File: src/rtl/mem_arb_pkg.sv
// Shared types and default constants for the memory arbiter.
package mem_arb_pkg;

  // Arbiter FSM states.
  typedef enum logic {
    ST_IDLE = 1'b0,
    ST_BUSY = 1'b1
  } state_t;

  // Owner encoding for the granted requester.
  typedef enum logic [1:0] {
    OWN_IC = 2'd0,
    OWN_DC = 2'd1,
    OWN_SB = 2'd2
  } owner_t;

  localparam int DEF_MEM_LATENCY  = 5;
  localparam int DEF_STARVE_LIMIT = 4;

endpackage

File: src/rtl/mem_arb_pick.sv
// Combinational priority pick between icache, dcache and store buffer.
module mem_arb_pick
  import mem_arb_pkg::*;
(
  input  logic   ic_req,
  input  logic   dc_req,
  input  logic   sb_req,
  input  logic   sb_full,
  input  logic   starve,
  output logic   valid,
  output owner_t owner
);

  // Starved icache first, then a full store buffer, then dcache, sb, ic.
  always_comb begin
    valid = ic_req | dc_req | sb_req;
    owner = OWN_IC;
    if (ic_req && starve) begin
      owner = OWN_IC;
    end else if (sb_req && sb_full) begin
      owner = OWN_SB;
    end else if (dc_req) begin
      owner = OWN_DC;
    end else if (sb_req) begin
      owner = OWN_SB;
    end else begin
      owner = OWN_IC;
    end
  end

endmodule

File: src/rtl/mem_arbiter.sv
// Single-outstanding memory arbiter for icache/dcache refills and store drains.
module mem_arbiter
  import mem_arb_pkg::*;
#(
  parameter int MEM_LATENCY  = DEF_MEM_LATENCY,
  parameter int STARVE_LIMIT = DEF_STARVE_LIMIT
) (
  input  logic         clk,
  input  logic         rst,
  input  logic         ic_req,
  input  logic [31:0]  ic_addr,
  output logic         ic_done,
  output logic [127:0] ic_rdata,
  input  logic         dc_req,
  input  logic [31:0]  dc_addr,
  output logic         dc_done,
  output logic [127:0] dc_rdata,
  input  logic         sb_req,
  input  logic [31:0]  sb_addr,
  input  logic [31:0]  sb_wdata,
  input  logic         sb_full,
  output logic         sb_done,
  output logic         mem_req,
  output logic         mem_we,
  output logic [31:0]  mem_addr,
  output logic [31:0]  mem_wdata,
  input  logic [127:0] mem_rdata,
  output logic         busy
);

  // Counter value at grant: counts down to 0 in the last BUSY cycle.
  localparam logic [3:0] LAT_LOAD   = 4'(MEM_LATENCY - 1);
  localparam logic [3:0] STARVE_MAX = 4'(STARVE_LIMIT);

  state_t      state_reg, state_next;
  owner_t      owner_reg, owner_next;
  logic [31:0] addr_reg, addr_next;
  logic [31:0] wdata_reg, wdata_next;
  logic [3:0]  cnt_reg, cnt_next;
  logic [3:0]  starve_reg, starve_next;

  logic   pick_valid;
  owner_t pick_owner;
  logic   in_busy;
  logic   first_cyc;
  logic   last_cyc;

  mem_arb_pick u_pick (
    .ic_req  (ic_req),
    .dc_req  (dc_req),
    .sb_req  (sb_req),
    .sb_full (sb_full),
    .starve  (starve_reg == STARVE_MAX),
    .valid   (pick_valid),
    .owner   (pick_owner)
  );

  // State and latched-transaction registers with synchronous active-low reset.
  always_ff @(posedge clk) begin
    if (!rst) begin
      state_reg  <= ST_IDLE;
      owner_reg  <= OWN_IC;
      addr_reg   <= '0;
      wdata_reg  <= '0;
      cnt_reg    <= '0;
      starve_reg <= '0;
    end else begin
      state_reg  <= state_next;
      owner_reg  <= owner_next;
      addr_reg   <= addr_next;
      wdata_reg  <= wdata_next;
      cnt_reg    <= cnt_next;
      starve_reg <= starve_next;
    end
  end

  // Next-state logic: grant in IDLE, count down the memory latency in BUSY.
  always_comb begin
    state_next  = state_reg;
    owner_next  = owner_reg;
    addr_next   = addr_reg;
    wdata_next  = wdata_reg;
    cnt_next    = cnt_reg;
    starve_next = starve_reg;
    case (state_reg)
      ST_IDLE: begin
        if (pick_valid) begin
          state_next = ST_BUSY;
          owner_next = pick_owner;
          cnt_next   = LAT_LOAD;
          case (pick_owner)
            OWN_IC: begin
              addr_next   = ic_addr;
              wdata_next  = '0;
              starve_next = '0;
            end
            OWN_DC: begin
              addr_next  = dc_addr;
              wdata_next = '0;
            end
            default: begin
              addr_next  = sb_addr;
              wdata_next = sb_wdata;
            end
          endcase
          // Non-icache grant while icache waits: bump the saturating starve count.
          if (pick_owner != OWN_IC && ic_req && starve_reg != STARVE_MAX) begin
            starve_next = starve_reg + 4'd1;
          end
        end
      end
      ST_BUSY: begin
        if (cnt_reg == 4'd0) begin
          state_next = ST_IDLE;
        end else begin
          cnt_next = cnt_reg - 4'd1;
        end
      end
      default: state_next = ST_IDLE;
    endcase
  end

  // Outputs are forced low while reset is asserted so an abandoned
  // transaction never shows a done pulse.
  assign in_busy   = rst && (state_reg == ST_BUSY);
  assign first_cyc = in_busy && (cnt_reg == LAT_LOAD);
  assign last_cyc  = in_busy && (cnt_reg == 4'd0);

  assign busy      = in_busy;
  assign mem_req   = first_cyc;
  assign mem_we    = first_cyc && (owner_reg == OWN_SB);
  assign mem_addr  = first_cyc ? addr_reg : 32'd0;
  assign mem_wdata = first_cyc ? wdata_reg : 32'd0;

  assign ic_done  = last_cyc && (owner_reg == OWN_IC);
  assign dc_done  = last_cyc && (owner_reg == OWN_DC);
  assign sb_done  = last_cyc && (owner_reg == OWN_SB);
  assign ic_rdata = ic_done ? mem_rdata : 128'd0;
  assign dc_rdata = dc_done ? mem_rdata : 128'd0;

endmodule

File: config.mk
export PLATFORM = sky130hd
export DESIGN_NAME = mem_arbiter
export DESIGN_NICKNAME = d
export VERILOG_FILES = /design/src/rtl/mem_arb_pkg.sv /design/src/rtl/mem_arb_pick.sv /design/src/rtl/mem_arbiter.sv
export SDC_FILE = /design/constraint.sdc
export NUM_CORES = 1
export LEC_CHECK = 0
export ABC_AREA = 1
export BUFFER_PORTS_ARGS = -buffer_cell sky130_fd_sc_hd__buf_2
export CAP_MARGIN = 10
export CORE_AREA = 2 2 229 231
export DETAILED_ROUTE_END_ITERATION = 7
export DIE_AREA = 0 0 231 233
export MAX_ROUTING_LAYER = met4
export RECOVER_POWER = 100
export SYNTH_ARGS = -nofsm -noshare
export SYNTH_HDL_FRONTEND = slang
export SYNTH_SLANG_ARGS = --single-unit
export TNS_END_PERCENT = 10
File: constraint.sdc
create_clock -name clk -period 1.8 [get_ports clk]
set_clock_uncertainty 0.15 [all_clocks]
set_input_delay 0.09 -clock clk [delete_from_list [all_inputs] [get_ports clk]]
set_output_delay 0.09 -clock clk [all_outputs]
set_load 0.01 [all_outputs]
; Word-level counts from Yosys, hierarchy flattened
; Index checks and enable logic that the tools add are counted.
[totals]
reg_bits = 75
output_inout_bits = 326
word_cells = 57
inputBits = 262
[classes]
n_mux = 18
eq_ne = 8
reduce_logical = 20
n_bitwise = 3
addsub = 2
[ops]
columns = cell, count
row1 = $mux 128, 2
row2 = $mux 32, 3
row3 = $pmux 32 s2, 1
row4 = $mux 4, 4
row5 = $logic_and 1x1->1, 11
row6 = $eq 4x3->1 const B, 2
row7 = $mux 2, 4
row8 = $pmux 4 s2, 1
row9 = $add 4x1->4 const B, 1
row10 = $eq 2x1->1 const B, 2
row11 = $logic_not 2->1, 2
row12 = $logic_not 4->1, 1
row13 = $ne 2x2->1 const B, 2
row14 = $ne 4x3->1 const B, 1
row15 = $reduce_and 2->1, 2
row16 = $reduce_bool 2->1, 2
row17 = $sub 4x1->4 const B, 1
row18 = $reduce_and 3->1, 1
row19 = $eq 2x2->1 const B, 1
row20 = $mux 1, 2
row21 = $or 1x1->1, 2
row22 = $pmux 1 s2, 1
row23 = $reduce_or 2->1, 1
row24 = $not 1->1, 1

; Logic depth before layout (Yosys ltp)
; Gate-level depths: netlist of the first run.
[depth]
depth_word = 9
depth_mapped = 10
depth_no_buf = 9

; Hierarchy
; Synthesis of the first run repeated with hierarchy kept, for this count alone.
[unflattened]
cells_unflattened = 1015
hier_area_um2 = 5440.2
[by_module_without_submodules]
columns = module, area_per_inst_um2, n_inst, cells_each, seq_area_each_um2
row1 = mem_arbiter, 5396.4, 1, 1004, 1501.4
row2 = mem_arb_pick, 43.8, 1, 11, 0.0

; Worst setup path before layout of the first run
; OpenSTA, ideal clock, no wires.
[synth_path]
kind = register to output
start = register cnt_reg[0]
end = output dc_rdata[107]
required_time_ns = 1.560
path_slack_ns = 0.018
path_stages_with_launch = 11
n_path_buf = 2
arrival_time_ns = 1.542
path_cell_list = dfxtp_1 > inv_1 > ha_1 > nand2_2 > nor2_4 > nand2_2 > nor3_2 > inv_2 > buf_2 > buf_6 > nor2_1
[synth_via]
elab_chain_cells = 4
[synth_rtl]
columns = element, line
row1 = from (decl), mem_arbiter.sv:39  ; logic [3:0] cnt_reg, cnt_next;
row2 = from (signal assigned), mem_arbiter.sv:72  ; cnt_reg <= cnt_next;
row3 = $logic_not 4->1, mem_arbiter.sv:127  ; assign last_cyc = in_busy && (cnt_reg == 4'd0);
row4 = $logic_and 1x1->1, mem_arbiter.sv:127
row5 = $logic_and 1x1->1, mem_arbiter.sv:136  ; assign dc_done = last_cyc && (owner_reg == OWN_DC);
row6 = named net dc_done, mem_arbiter.sv:16  ; output logic dc_done,
row7 = $mux 128, mem_arbiter.sv:139  ; assign dc_rdata = dc_done ? mem_rdata : 128'd0;
row8 = to (decl), mem_arbiter.sv:17  ; output logic [127:0] dc_rdata,
; The timed path passes the listed nets, and every way through them passes these cells.

; Final worst setup path of the first run
[layout_path]
start = register cnt_reg[0]
end = output dc_rdata[123]
[layout_via]
elab_chain_cells = 4
[layout_rtl]
columns = element, line
row1 = $logic_not 4->1, mem_arbiter.sv:127
row2 = $logic_and 1x1->1, mem_arbiter.sv:127
row3 = $logic_and 1x1->1, mem_arbiter.sv:136
row4 = $mux 128, mem_arbiter.sv:139
; No other way between the ends.

==> results of run 1 <==
-- through the flow --
step	power (mW)	util
after floorplan	2.87	-
after global placement	3.78	0.191
after detailed placement	3.78	0.191
after CTS	6.16	0.233
after global routing	6.51	0.242
final	6.13	0.243
-- cells by family after synthesis --
logic type,synth area share
and+or+nand+nor,0.400
adders and majority gates,0.00848
buffers and inverters,0.224
DFF,0.255
xor gates and xnor gates,0.00297
AOI/OAI and AO/OA,0.110
-- cells in the mapped netlist --
cell      count
buf_6        26
o22ai_1       1
nand2_2       5
inv_2         8
nand3_1      68
nor3_1        2
xor2_1        2
nor2_1      389
dfxtp_1      75
clkbuf_1     14
inv_1       206
nand2_4       1
a22oi_1      32
nor2_4        2
a21oi_1      41
nand2_1     111
nor3_2        3
o21ai_0      37
buf_2        32
nand4_2       1
buf_1         3
ha_1          4
nand4_1       4
o21ai_1       1
a21oi_2       1
-- layout make-up --
cell class / count / area, sq um
Clock inverter: 7 / 82.6
Timing Repair Buffer: 788 / 5310
Antenna cell: 8 / 20.0
Tap cell: 680 / 851
Fill cell: 5682 / 38700
Sequential cell: 75 / 1500
Multi-Input combinational cell: 705 / 3540
Timing Repair inverter: 2 / 27.5
Clock buffer: 9 / 225
Inverter: 214 / 836
-- worst max path at each step --
| stage | startpoint | to | slack [ns] | cells after the start |
|---|---|---|---|---|
| floorplan | cnt_reg[0] | dc_rdata[107] | 0.02 | 10 |
| global placement | cnt_reg[0] | ic_rdata[114] | -0.25 | 10 |
| detailed placement | cnt_reg[0] | ic_rdata[5] | -0.24 | 10 |
| CTS | cnt_reg[0] | dc_rdata[90] | -0.48 | 12 |
| global route | cnt_reg[0] | dc_rdata[123] | -0.53 | 10 |
| finish | cnt_reg[0] | dc_rdata[123] | -0.41 | 10 |
-- what timing repair did --
action | 4_1_cts | 5_1_grt
buffers inserted | 7 | 1
hold endpoints to repair | 68 | 0
endpoints found under the setup margin | 325 | 333
cloned | 6 | 2
pin swaps | 9 | 4
gates resized for setup | 128 | 130
hold buffers | 127 | 0
-- per-layer routing --
layer,track usage,routed length [um]
met1,0.167,16200
met2,0.276,22700
met3,0.0295,2960
met4,0.0575,1430
met5,-,0
-- power by group through the flow --
stage / clock network, mW / registers, mW / logic, mW
floorplan: 0 / 1.90 / 0.972
global placement: 0 / 1.91 / 1.86
detailed placement: 0 / 1.92 / 1.86
CTS: 2.05 / 1.88 / 2.23
global route: 2.10 / 1.90 / 2.51
finish: 1.95 / 1.88 / 2.30
-- worst register-to-register path, delay by kind of cell, from the launching register on --
kind / cells / cell delay, ns
buf+inv: 5 / 0.77
compound gates: 1 / 0.20
flops: 1 / 0.31
simple gates: 3 / 0.24
==> run metrics, run 1 <==
Root Driver clkbuf_16; Worst R2R Setup Slack about 0.020 ns; setup TNS -105.22 ns; Sequential Power Share 0.307; Seq/Total Area, Yosys 0.255; vias per inst 3.87; largest net degree at the start of global routing 38; Ports 588; layout cells sized above 1 0.466; Combinational Power Share 0.375; Max-Cap Viols 0; Min-Delay Path Depth 5; post-route clock period utilization 1.23; Synth area leader dfxtp_1; die footprint roughly 0.054 sq mm; row count 83; gr usage total 0.154; H-tree Lvls 3; fin worst setup slack -0.410 ns; clock sink count 75; Chip Width 231 um; commonest non-fill, non-tap cells in the layout buf_2 (552), nor2_1 (257), inv_1 (205), dlygate4sd3_1 (127), nor2_2 (117); CP Max Fanout 8; worst reg2reg startpoint state_reg; Post-route DRC 0; delay of the slowest critical-path stage 0.32 ns; CP Cell Sequence inv_2 -> ha_4 -> nand2_4 -> nor2_4 -> nand2_4 -> nor3_4 -> bufinv_8 -> clkbuf_16 -> nor2_1 -> buf_2; Top Family by Delay on Critical Path buffers and inverters; switching share of total power 0.360; actual slew at the worst max-slew pin around 0.39 ns; vias in the first global route 8784; cell at the slowest stage of the critical path dfxtp_2; P&R area growth vs syn 110%; final setup fails 324; Placed Area ~0.0098 sq mm; fin cells 2488; Hold/Removal Path Class input pin to register; FF-to-FF End addr_reg[29]; crit-path most repeated cell nand2_4; CTS Buf Count 9; grt total ovfl 0; Switching Power roughly 2.2 mW; status finished, violations left; CP Capture Type output pin; Synth area leaders dfxtp_1 (25%), nor2_1 (25%), inv_1 (13%), nand2_1 (7.1%), nand3_1 (5.8%); fin crit period 2.21 ns; CTS tree yes; CTS Buffer Depth 2; min-delay src dc_addr[12]; failing checks setup timing; Setup CP Type register to output pin; R2R cell count 9; Core Region just over 0.05 sq mm; syn_nets 1335; PD cells 495 mW/mm^2; Hold WS about 0.056 ns; worst hold endpoint addr_reg[12]; first-pass GRT wire length 58.0 mm; drt wl/cell 17.4 um; Die Y 233 um; Int Pwr 3.93 mW; critical path arrival 1.97 ns; crit path buf inv count 4; Peak Freq about 450 MHz; unrepaired setup endpoints after global routing yes; drt total wl 43.3 mm; Final Wtd Congestion 0.843; YS warnings 0; Clk pin slew, worst setup/hold paths 0.07 ns; Synth Area per Inst 5.52 sq um; Gate Count Post-Synth 1069; Cell variety after synth 25; Clock Latency Late Sink 0.36 ns; Leak 7.01 nW; DRT antenna net count 0; most common cell after layout, fill and taps aside buf_2; fin. max-slew vios 0; post-synth top area share 0.255; port bufs 587; Nets 2061; peak supply drop 0.540 mV; post-route cell area 0.0124 sq mm; crit start category register; via count about 9600; final HPWL from detailed placement 33.6 mm; initial antenna violation count 24; DRT Pass-1 Iters 6; Hold Vio Cnt, Final 0; Place WS -0.239 ns; Worst slew margin 0.737; Starting Density 0.115; initial DRC count 625; synthesized flop and latch total 75; placed insts 2321; worst endpoint required time 1.56 ns; cell area after synthesis approximately 0.0059 sq mm; clock network power share 0.317
(Power assumes the default switching activity.)
==> inputs of run 2 (changes only) <==
--- a/config.mk
+++ b/config.mk
@@ -12,6 +12,7 @@
 export DETAILED_ROUTE_END_ITERATION = 7
 export DIE_AREA = 0 0 231 233
 export MAX_ROUTING_LAYER = met4
+export PLACE_DENSITY = 0.32
 export RECOVER_POWER = 100
 export SYNTH_ARGS = -nofsm -noshare
 export SYNTH_HDL_FRONTEND = slang
==> run 2 against run 1 <==
Net effect: total power decreased by 0.21%; worst hold slack got worse by 0.024 ns; count of clock-buffer cells in the layout up 2; clock power hardly changed; sequential share of layout area rose by 0.42 points; final cell count shrank 0.72%; fmax down 2.3%; the flow still finishes with violations (setup timing); largest power group unchanged; final area down 3.4%; first-iteration DRC count down 46%; via count is 3.6% lower; combinational power barely moved; critical path type unchanged.
==> run metrics, run 2 (synthesis gave the netlist of run 1 again) <==
vias per inst 3.76 (-2.9%); Clk pin slew, worst setup/hold paths 0.07 ns (about the same); port bufs 587 (unchanged); peak supply drop 0.502 mV (-7.0%); drt total wl 43.8 mm (+1.2%); final HPWL from detailed placement 35.9 mm (+6.6%); Top Family by Delay on Critical Path simple AND/OR/NAND/NOR gates; Peak Freq 442 MHz (-2.3%); grt total ovfl 0 (unchanged); Root Driver clkbuf_16; Post-route DRC 0 (unchanged); CP Capture Type output pin; initial DRC count 340 (-46%); Core Region 0.0511 sq mm (unchanged); critical path arrival 2.02 ns (+0.05 ns); Max-Cap Viols 0 (unchanged); Final Wtd Congestion 0.958 (+14%); Leak 6.93 nW (-1.2%); CP Max Fanout 29 (+21); Die Y 233 um (unchanged); H-tree Lvls 3 (unchanged); post-route clock period utilization 1.26 (+0.0292); PD cells 511 mW/mm^2 (+3.3%); actual slew at the worst max-slew pin 0.403 ns (+0.00885 ns); Starting Density 0.115 (unchanged); initial antenna violation count 15 (-38%); cell at the slowest stage of the critical path dfxtp_2; P&R area growth vs syn 103%; layout cells sized above 1 0.412 (-0.0533); DRT Pass-1 Iters 7 (+1); Hold/Removal Path Class input pin to register; DRT antenna net count 0 (unchanged); die footprint 0.0538 sq mm (unchanged); crit-path most repeated cell nand2_4; clock sink count 75 (unchanged); failing checks setup timing; post-route cell area 0.0120 sq mm (-3.4%); commonest non-fill, non-tap cells in the layout buf_2 (548), nor2_1 (340), inv_1 (204), dlygate4sd3_1 (129), nand2_1 (111); CTS Buffer Depth 2 (unchanged); delay of the slowest critical-path stage 0.33 ns (about the same); Hold Vio Cnt, Final 0 (unchanged); Setup CP Type register to output pin; largest net degree at the start of global routing 46 (+21%); most common cell after layout, fill and taps aside buf_2; Clock Latency Late Sink 0.36 ns (about the same); final setup fails 324 (unchanged); fin crit period 2.26 ns (+0.0526 ns); first-pass GRT wire length 60.8 mm (+4.8%); crit path buf inv count 4 (unchanged); row count 83 (unchanged); CTS Buf Count 9 (unchanged); gr usage total 0.159 (+0.00538); Place WS -0.294 ns (-0.0554 ns); unrepaired setup endpoints after global routing yes; fin. max-slew vios 0 (unchanged); crit start category register; vias in the first global route 9218 (+4.9%); filler instances 5966 (+5.0%); Placed Area 0.00974 sq mm (-0.29%); CTS tree yes; Ports 588 (unchanged); drt wl/cell 17.7 um (+1.9%); CP Cell Sequence inv_2 -> ha_4 -> nand2_4 -> nor2_4 -> nand2_4 -> nor3_2 -> inv_4 -> buf_12 -> nor2_1 -> buf_2; worst endpoint required time 1.56 ns (about the same); Nets 2044 (-0.82%); Chip Width 231 um (unchanged); via count 9295 (-3.6%); status finished, violations left; fin worst setup slack -0.463 ns (-0.0526 ns); Worst slew margin 0.731 (-0.00561)
[run 2: cell count changes in the layout (fill, tap and decap cells not counted), moves of 3 or more]
cell,before,now
buf_12,8,13
buf_4,42,36
nor2_2,117,36
a21oi_2,4,1
buf_6,38,35
buf_8,11,3
nor2_1,257,340
buf_2,552,548
[run 2: what timing repair did]
action | 4_1_cts | 5_1_grt
gates resized for setup | 128 | 22
hold buffers | 129 | 0
endpoints found under the hold margin | 68 | 0
pin swaps | 1 | 1
setup buffers | 7 | 0
endpoints found under the setup margin | 325 | 349
gates cloned | 4 | 0
[run 2: worst paths after layout]
| check | to | startpoint | cells after the start | slack, ns |
|---|---|---|---|---|
| min | wdata_reg[7] | rst | 4 | 0.03 |
| min reg2reg | cnt_reg[3] | cnt_reg[3] | 2 | 0.33 |
| max | dc_rdata[105] | cnt_reg[0] | 10 | -0.46 |
| max reg2reg | wdata_reg[25] | starve_reg[0] | 8 | 0.09 |
[run 2: layer usage]
layer / GRT usage / up-vias / routed length (um)
li1: - / 4601 / -
met3: 0.0248 / 65 / 2540
met4: 0.0673 / 0 / 1590
met2: 0.299 / 379 / 23600
met5: - / - / 0
met1: 0.163 / 4250 / 16100
[run 2: worst min-delay path, stage by stage]
cell and delay [ns]:
buf_2 0.13, inv_1 0.08, buf_4 0.16, nor2_1 0.05
[run 2: report_power, final]
part	total (mW)	internal, mW	leakage [nW]	switching [mW]
Sequential	1.89	1.81	0.618	0.0805
Combinational	2.27	1.02	6.17	1.25
Clock	1.96	1.12	0.138	0.844
Total	6.12	3.95	6.93	2.17
[run 2: final cells by class]
type | count | area, sq um | area share
inverter | 214 | 811 | 0.0677
multi-input combinational | 705 | 3330 | 0.278
timing repair buffer | 773 | 5160 | 0.431
antenna | 7 | 17.5 | 0.00146
tap | 680 | 851 | 0.0711
clock buffer | 11 | 243 | 0.0203
clock inverter | 5 | 61.3 | 0.00512
sequential | 75 | 1500 | 0.125
[run 2: per-stage QoR]
step	hold slack [ns]	instances	util	setup TNS, ns	power [mW]
6_report	0.0325	2470	0.234	-112.73	6.12
5_1_grt	0.0850	2470	0.234	-152.21	6.54
4_1_cts	0.0332	2463	0.233	-123.72	6.26
3_5_place_dp	0.183	2307	0.191	-12.12	3.82
3_3_place_gp	0.175	2307	0.191	-11.18	3.82
2_1_floorplan	0.0883	1069	-	0	2.87
